--- config.mk ---
export PLATFORM = sky130hd
export DESIGN_NAME = shift_sequencer
export DESIGN_NICKNAME = d
export VERILOG_FILES = /design/src/rtl/shift_seq_pkg.sv /design/src/rtl/shift_sequencer.sv
export SDC_FILE = /design/constraint.sdc
export NUM_CORES = 1
export LEC_CHECK = 0
export CELL_PAD_IN_SITES_DETAIL_PLACEMENT = 0
export CELL_PAD_IN_SITES_GLOBAL_PLACEMENT = 1
export CORE_MARGIN = 2
export CORE_UTILIZATION = 41
export DETAILED_ROUTE_END_ITERATION = 6
export PLACE_DENSITY = 0.81
export SETUP_SLACK_MARGIN = 0.3
export SLEW_MARGIN = 30
export SYNTH_ARGS = -nofsm -noshare
export SYNTH_HDL_FRONTEND = slang
export SYNTH_SLANG_ARGS = --single-unit
--- constraint.sdc ---
create_clock -name clk -period 3.1 [get_ports clk]
set_input_delay 0.465 -clock clk [delete_from_list [all_inputs] [get_ports clk]]
set_output_delay 0.465 -clock clk [all_outputs]
set_load 0.05 [all_outputs]
--- src/rtl/shift_seq_pkg.sv ---
// Shared types and helpers for the shift sequencer: FSM states, bit-order
// encoding and the serial bit-index mapping used on both send and receive sides.
package shift_seq_pkg;

  typedef enum logic [1:0] {
    IDLE,
    SHIFT,
    DONE
  } state_t;

  localparam logic LSB_FIRST = 1'b0;
  localparam logic MSB_FIRST = 1'b1;

  // Word bit position for serial slot 'cnt' under the given bit order.
  function automatic int bit_index(input int cnt, input logic order, input int width);
    return (order == MSB_FIRST) ? (width - 1 - cnt) : cnt;
  endfunction

endpackage

--- src/rtl/shift_sequencer.sv ---
// Serializes a parallel word into a DEPTH-stage shifter and reassembles the
// word from the shifter output, with valid/ready handshakes on both sides.
module shift_sequencer
  import shift_seq_pkg::*;
#(
  parameter int WIDTH = 4,
  parameter int DEPTH = 4
) (
  input  logic             clk,
  input  logic             clr,
  input  logic             in_valid,
  output logic             in_ready,
  input  logic [WIDTH-1:0] in_data,
  input  logic             in_msb_first,
  output logic             out_valid,
  input  logic             out_ready,
  output logic [WIDTH-1:0] out_data,
  output logic             sh_a,
  input  logic             sh_e,
  output logic             busy
);

  localparam int TOTAL = WIDTH + DEPTH;
  localparam int CW    = $clog2(TOTAL);

  state_t           state;
  state_t           state_nx;
  logic [CW-1:0]    cnt;
  logic [WIDTH-1:0] data_r;
  logic [WIDTH-1:0] cap_r;
  logic             order_r;
  logic             last;

  assign last = (state == SHIFT) && (int'(cnt) == TOTAL - 1);

  always_ff @(posedge clk or posedge clr) begin
    if (clr) begin
      state <= IDLE;
    end else begin
      state <= state_nx;
    end
  end

  always_comb begin
    state_nx = state;
    case (state)
      IDLE:    if (in_valid) state_nx = SHIFT;
      SHIFT:   if (last) state_nx = DONE;
      DONE:    if (out_ready) state_nx = IDLE;
      default: state_nx = IDLE;
    endcase
  end

  // Send bits occupy slots 0..WIDTH-1; the matching return bits arrive DEPTH slots later.
  always_ff @(posedge clk or posedge clr) begin
    if (clr) begin
      cnt     <= '0;
      data_r  <= '0;
      cap_r   <= '0;
      order_r <= LSB_FIRST;
    end else begin
      case (state)
        IDLE: begin
          if (in_valid) begin
            data_r  <= in_data;
            order_r <= in_msb_first;
            cnt     <= '0;
            cap_r   <= '0;
          end
        end
        SHIFT: begin
          if (int'(cnt) >= DEPTH) begin
            for (int i = 0; i < WIDTH; i++) begin
              if (i == bit_index(int'(cnt) - DEPTH, order_r, WIDTH)) begin
                cap_r[i] <= sh_e;
              end
            end
          end
          cnt <= last ? '0 : cnt + CW'(1);
        end
        default: ;
      endcase
    end
  end

  // Serial output is a mux of registered word and counter; zeros whenever no bit is due.
  always_comb begin
    sh_a = 1'b0;
    if ((state == SHIFT) && (int'(cnt) < WIDTH)) begin
      for (int i = 0; i < WIDTH; i++) begin
        if (i == bit_index(int'(cnt), order_r, WIDTH)) begin
          sh_a = data_r[i];
        end
      end
    end
  end

  assign in_ready  = (state == IDLE);
  assign out_valid = (state == DONE);
  assign busy      = (state != IDLE);
  assign out_data  = cap_r;

endmodule

Yosys cells after proc, flatten, opt, wreduce, memory -nomap -nowiden
Index checks and enable logic that the tools add are counted.
Widths: inputs -> output; s select.
Word-level totals
  memory bits (read-only): 0
  memories: 0
  register bits: 14
  input port bits: 10
  RAM bits: 0
  word-level logic and storage cells: 66
  latch bits: 0
Operators by class
  reductions and logical operators: 14
  add/sub/neg operators: 4
  $lt $le $gt $ge: 2
  multiply operators: 0
  divide/modulo/power cells: 0
  multiplexer cells: 21
  equality and inequality tests: 17
  shift-type cells: 0
  bitwise logic cells: 0
Operators by type and width (count)
  $eq 3x32->1 const A: 4
  $eq 2x32->1 const A: 2
  $logic_not 32->1: 2
  $mux 32: 2
  $reduce_and 4->1: 4
  $ne 2x1->1 const B: 6
  $mux 1: 9
  $mux 4: 2
  $pmux 4 s2: 1
  $mux 2: 3
  $mux 3: 2
  $pmux 2 s3: 1
  $pmux 3 s2: 1
  $sub 3x4->5 const A: 1
  $ne 2x2->1 const B: 2
  $reduce_and 2->1: 2
  $reduce_bool 2->1: 2
  $sub 2x3->4 const A: 1
  $sub 3x3->4 const B: 1
  $add 3x1->3 const B: 1
  $eq 3x1->1 const B: 1
  $ge 3x3->1 const B: 1
  $lt 3x3->1 const B: 1
  $reduce_and 3->1: 1
  other kinds (4): 5

Longest topological paths before layout
Gate-level depths: netlist (run 1).
  depth in word-level cells: 8
  depth in mapped cells: 5
  mapped depth without buffers: 4

Worst setup path after synthesis (run 1)
No wires, ideal clock.
  kind: register to output
  start point: reg order_r
  end point: out sh_a
  data arrival time: 1542 ps
  path slack: 1093 ps
  path buffers: 1
  cell stages (with the launch flop): 5
  path through: dfrtp_1 > buf_4 > mux2i_1 > a2111oi_2 > o221a_1
On the way
  longest elaborated chain between the ends: 7
  elaborated cells on any way between the ends: 10
  classes of those cells: eq/ne: 3; mux: 6; reduce/logical: 1
Ends and longest elaborated chain
  start: declaration: RTL line shift_sequencer.sv:31  | logic order_r;
  start signal: assignment: RTL line shift_sequencer.sv:66  | order_r <= in_msb_first;
  $mux 32 *: RTL line shift_seq_pkg.sv:16  | return (order == MSB_FIRST) ? (width - 1 - cnt) : cnt;
  $logic_not 32->1: RTL line shift_sequencer.sv:91  | if (i == bit_index(int'(cnt), order_r, WIDTH)) begin
  $mux 1 (3 in a row): RTL line shift_sequencer.sv:91
  $mux 1 *: RTL line shift_sequencer.sv:91
  $mux 1 *: RTL line shift_sequencer.sv:89  | if ((state == SHIFT) && (int'(cnt) < WIDTH)) begin
  end: declaration: RTL line shift_sequencer.sv:18  | output logic sh_a,
Mark *: on every way between the ends. The rest lies on a longest branch, timed or not.

Worst setup path in the final report (run 1)
  start point: reg cnt[0]
  end point: out sh_a
On the way
  longest elaborated chain between the ends: 8
  elaborated cells on any way between the ends: 13
  classes of those cells: add/sub: 1; order compare: 1; eq/ne: 3; mux: 6; reduce/logical: 2
Ends and longest elaborated chain
  start: declaration: RTL line shift_sequencer.sv:28  | logic [CW-1:0] cnt;
  start signal: assignment: RTL line shift_sequencer.sv:79  | cnt <= last ? '0 : cnt + CW'(1);
  $sub 2x3->4: RTL line shift_seq_pkg.sv:16
  $mux 32: RTL line shift_seq_pkg.sv:16
  $logic_not 32->1: RTL line shift_sequencer.sv:91
  $mux 1 (4 in a row): RTL line shift_sequencer.sv:91
  $mux 1 *: RTL line shift_sequencer.sv:89
Marks and branches as above.

==> flow_summary_export.csv, run 1 <==
group,metric,value,unit
critical_path,path_buf_inv,1,
run_status,outcome,"complete, no violations",
die,die_area,2472,um^2
cts,clk_pin_slew,0.09,ns
route,avgViaCountPerCell,5.508,
power_and_ir_drop,total_power,1.287,mW
die,die_x,49.72,um
critical_path,cpMaxStageDelayCell,"dfrtp_1",
cts,hold_buffers,0,
place,gp_congestion,0.7238,
synth,yosysUniqueCellTypes,41,
grt,gr-total-overflow,0,
final_layout,final_common_cell,"clkdlybuf4s50_1",
route,first_iter_violations,6,
place,port_buffers,17,
synth,syn_area,857.1,um^2
critical_path,slowest_delay,0.54,ns
timing,setup-violations-final,0,
synth,async_reset_ff_share,100.0,%
timing,slew_violations,0,
route,first_pass_iters,4,
grt,grt_start_max_net_pins,15,
place,hpwl,1.212,mm
timing,slew-limit-headroom,62.30,%
synth,synthCells,77,
power_and_ir_drop,p_sw_share,46.68,%
timing,rsz0062_at_grt,"false",
final_layout,final_cell_mix,"clkdlybuf4s50_1, dfrtp_1, mux2_4, nand2_1",
critical_path,crit_arrival,2.15,ns
route,postRouteAntennaNets,0,
power_and_ir_drop,worst_ir_drop_vdd,504.2,uV
flow_run,cap_violations,0,
grt,grt_pass1_wl,3.063,mm
synth,synth_fp_nets,89,
die,num_rows,16,
die,core_area,1962,um^2
timing,max_clock_freq,0.3821,GHz
final_layout,area_growth,23.94,%
grt,track_usage,16.63,%
final_layout,fin_util,54.15,%
route,wire_per_inst,14.40,um
final_layout,fillers,196,
critical_path,startpoint,"cnt[0]",
grt,antenna_found_initial,0,
route,met3_length,65,um
final_layout,layout.nets,106,
timing,worst_pin_slew,0.5648,ns
route,wl_met1,769,um
route,wl,1.728,mm
power_and_ir_drop,power.leakage,0.4531,nW
grt,first_global_vias,655,
cts,cts.sinks,14,
timing,clock-skew-final,0.0008676,ns
route,top_layer,"met4",
timing,final_hold_viol_count,0,
critical_path,crit_family,"flip-flops",
synth,synth_area_per_cell,11.13,um^2
final_layout,drive_gt1_share,13.98,%
power_and_ir_drop,clockPowerShare,10.5,%
worst_hold_path,hold_class,"reg -> reg",
power_and_ir_drop,p_switching,600.9,uW
critical_path,endpoint_kind,"primary output",
synth,yosysWarnings,0,
critical_path,critPathKind,"reg -> out",
critical_path,r2r-start,"cnt[0]",
final_layout,n_antenna_cell,0,
power_and_ir_drop,pwr-share-comb,57.5,%
critical_path,cp_max_fo,14,
timing,fin_crit,2.617,ns
die,io_pins,18,
die,initial_core_util,43.69,%
cts,clock_latency,0.28,ns
die,die_h,49.72,um
route,remaining_drc_errors,0,
cts,numCtsBuffers,3,
cts,htreeDepth,1,
synth,synth-main-ff-cell,"dfrtp_1",
power_and_ir_drop,p_per_area,1212,nW/um^2
worst_hold_path,min_from,"out_data[3]",
critical_path,worstPathRequired,2.63,ns
route,wl_met2,865,um
synth,synth-seq-cells,14,
route,dr_total_vias,661,
timing,finalCritPeriodShare,84.42,%
synth,synth_edf_count,0,
cts,cts_buffer_depth,2,
timing,finalSetupTns,0,ns
power_and_ir_drop,pwr-share-seq,32.0,%
critical_path,crit_path_cell_trace,"or3b_2, o21a_1, o221a_1, dlygate4sd2_1",
power_and_ir_drop,internal_power,686.3,uW
place,placed_cells,116,
cts,cts_tree,"yes",
critical_path,startpoint_type,"flip-flop",
cts,post-cts-setup-buffers,0,
final_layout,stdcell_count,120,
cts,cts_root_buf,"clkbuf_4",
synth,synth-seq-area-share,40.88,%
[flip-flops by register name, summed over array words and instances (netlist names)]
register / flops
order_r: 1
state: 2
out_data: 4
data_r: 4
cnt: 3
[path summary, 6_finish.rpt]
path	end	slack (ns)	cells past startpoint
min reg2reg	out_data[3]	0.49	1
min	out_data[3]	0.49	1
max reg2reg	out_data[3]	1.48	3
max in group asynchronous	order_r	2.17	2
min in group asynchronous	cnt[2]	0.52	2
max	sh_a	0.48	4
[logic make-up (layout without fill, tap and decap cells)]
family                   Yosys count  count (layout)  share of synthesized area (%)
XOR/XNOR                           2               2                          2.044
adder cells (fa/ha/maj)            2               2                          2.919
AO/OA/AOI/OAI                     20              20                          19.56
multiplexers                       8               8                          11.83
flip-flops                        14              14                          40.88
AND/OR/NAND/NOR                   22              22                          16.93
buffers and inverters              9              25                          5.837
[synth_stat cells (all sizes together), types with 3 or more instances]
library cell	count	area share, %
dfrtp	14	41
mux2	5	8.3
buf	4	3.6
inv	4	1.8
nand2	4	1.8
mux2i	3	3.5
nand3b	3	2.6
o21ai	3	1.8
or2	3	2.2
[cell type report]
| class | instances | area [um^2] | share of cell area (%) |
|---|---|---|---|
| Tap cell | 27 | 33.78 | 3.180 |
| Inverter | 4 | 15.01 | 1.413 |
| Multi-Input combinational cell | 54 | 456.7 | 42.99 |
| Clock buffer | 4 | 36.28 | 3.416 |
| Timing Repair Buffer | 17 | 168.9 | 15.90 |
| Sequential cell | 14 | 351.6 | 33.10 |
[metrics by stage]
| stage | hold slack [ns] | instance area (um^2) | setup slack [ns] |
|---|---|---|---|
| 2_1_floorplan | 0.3542 | 857.1 | 1.093 |
| 3_3_place_gp | 0.4637 | 1026 | 0.5385 |
| 3_5_place_dp | 0.4690 | 1026 | 0.4743 |
| 4_1_cts | 0.4918 | 1061 | 0.4279 |
| 5_1_grt | 0.5297 | 1062 | 0.3324 |
| 6_report | 0.4853 | 1062 | 0.4828 |
[layer usage]
metal / global-route usage [%] / up-vias
met3: 5.455 / 2
met2: 26.00 / 16
met1: 20.42 / 324
met4: 8.333 / 0
li1: - / 319
met5: 0 / -
[what timing repair did]
action,in CTS,in global routing
endpoints found under the hold margin,0,0
gates resized for setup,1,1
setup endpoints to repair,1,1
cloned,0,0
[power groups by stage]
stage,registers (mW),clock network [mW],logic (mW)
finish,0.412,0.135,0.741
detailed placement,0.414,0,0.752
floorplan,0.432,0,0.557
CTS,0.409,0.139,0.749
global route,0.434,0.149,0.809
global placement,0.406,0,0.744
Note: power is estimated with default switching activity, not from simulation.
==> run 2: changes to the inputs <==
- CORE_UTILIZATION: 41 -> 34
- PLACE_DENSITY: 0.81 -> 0.71
- clock period: 3.1 -> 2.4 ns (I/O delays scaled with it)
==> flow_summary_export.csv, run 2 (synthesis gave the netlist of run 1 again) <==
group,metric,value,unit
run_status,outcome,"complete, no violations",
grt,first_global_vias,594,
grt,gr-total-overflow,0,
grt,antenna_found_initial,0,
final_layout,fillers,231,
final_layout,area_growth,35.77,%
power_and_ir_drop,worst_ir_drop_vdd,777.5,uV
cts,htreeDepth,1,
route,wl_met1,866,um
critical_path,timing.rr.end,"out_data[3]",
critical_path,worstPathRequired,2.04,ns
timing,finalSetupTns,0,ns
final_layout,final_cell_mix,"clkdlybuf4s50_1, dfrtp_1, buf_4",
flow_run,cap_violations,0,
critical_path,endpoint_kind,"primary output",
timing,clock-skew-final,0.001208,ns
final_layout,layout.nets,115,
timing,slew_violations,0,
route,remaining_drc_errors,0,
cts,cts_root_buf,"clkbuf_4",
route,met3_length,31,um
critical_path,startpoint_type,"flip-flop",
grt,grt_start_max_net_pins,15,
die,io_pins,18,
timing,setup-violations-final,0,
route,wl,1.838,mm
power_and_ir_drop,power.leakage,0.5070,nW
route,wl_met2,892,um
die,initial_core_util,35.24,%
route,postRouteAntennaNets,0,
critical_path,critPathKind,"reg -> out",
cts,cts_buffer_depth,2,
timing,max_clock_freq,0.4696,GHz
route,first_iter_violations,8,
critical_path,cp_max_fo,7,
final_layout,n_antenna_cell,0,
cts,cts.sinks,14,
route,first_pass_iters,3,
cts,clock_latency,0.29,ns
route,avgViaCountPerCell,5.189,
route,wire_per_inst,13.92,um
timing,rsz0062_at_grt,"true",
grt,track_usage,13.56,%
place,pre_cts_ws,0.4277,ns
critical_path,crit_arrival,1.77,ns
die,die_x,54.21,um
timing,worst_pin_slew,0.5565,ns
final_layout,final_common_cell,"clkdlybuf4s50_1",
final_layout,drive_gt1_share,28.43,%
cts,clk_pin_slew,0.09,ns
timing,slew-limit-headroom,62.86,%
cts,hold_buffers,0,
power_and_ir_drop,p_per_area,1599,nW/um^2
critical_path,startpoint,"cnt[1]",
cts,cts_tree,"yes",
place,gp_congestion,0.7843,
timing,final_hold_viol_count,0,
route,dr_total_vias,685,
worst_hold_path,hold_class,"in -> async",
critical_path,reg2regPathDepth,5,
cts,numCtsBuffers,3,
critical_path,reg2reg_setup_slack,0.73,ns
critical_path,cp-endpoint,"sh_a",
critical_path,r2r-start,"order_r",
route,top_layer,"met4",
timing,finalCritPeriodShare,88.73,%
die,die_h,54.21,um
place,hpwl,1.256,mm
die,core_area,2432,um^2
place,port_buffers,17,
die,num_rows,18,
timing,fin_crit,2.130,ns
timing,fin_ws,0.2704,ns
grt,grt_pass1_wl,2.739,mm
die,die_area,2938,um^2
## run 2: cell type report
cell class | instances | area [um^2] | share of cell area (%)
clock buffer | 4 | 36.28 | 3.118
inverter | 4 | 15.01 | 1.290
multi-input combinational | 54 | 465.4 | 40.00
sequential | 14 | 356.6 | 30.65
tap | 30 | 37.54 | 3.226
timing repair buffer | 26 | 252.7 | 21.72
## run 2: timing repair
item	4_1_cts	5_1_grt
buffers inserted	0	9
resized for setup	5	7
setup endpoints to repair	3	2
pin swaps	0	1
## run 2: power by group
group          internal (mW)  leakage, nW  switching (mW)
combinational          0.595        0.323           0.604
sequential             0.362        0.163           0.121
clock                 0.0925       0.0210          0.0857
total                   1.05        0.507           0.811
## run 2: worst min-delay path by stage
stage	endpoint	cells past startpoint
finish	data_r[0]	2
global route	data_r[0]	2
CTS	data_r[3]	2
detailed placement	out_data[3]	1
global placement	out_data[3]	1
floorplan	cnt[0]	1
## run 2: per-stage QoR
stage	total power, mW	hold slack, ns	utilization [%]	std cells	cell area [um^2]
after global placement	1.539	0.4657	42.75	119	1040
after floorplan	1.278	0.2492	-	77	857.1
final	1.860	0.4189	47.84	132	1164
after detailed placement	1.546	0.4693	42.75	119	1040
after CTS	1.728	0.4414	44.29	123	1077
after global routing	1.975	0.4843	47.84	132	1164
## run 2: worst max-delay path: stages (launching register included)
cell and delay (ns):
dfrtp_2 0.46, buf_6 0.14, or2b_1 0.23, o21a_1 0.19, o221a_1 0.29, buf_12 0.16
## run 2: layer usage
metal,track usage [%],vias to the layer above
li1,-,340
met1,17.04,331
met2,21.08,9
met3,1.667,5
met4,10.00,0
met5,0,-
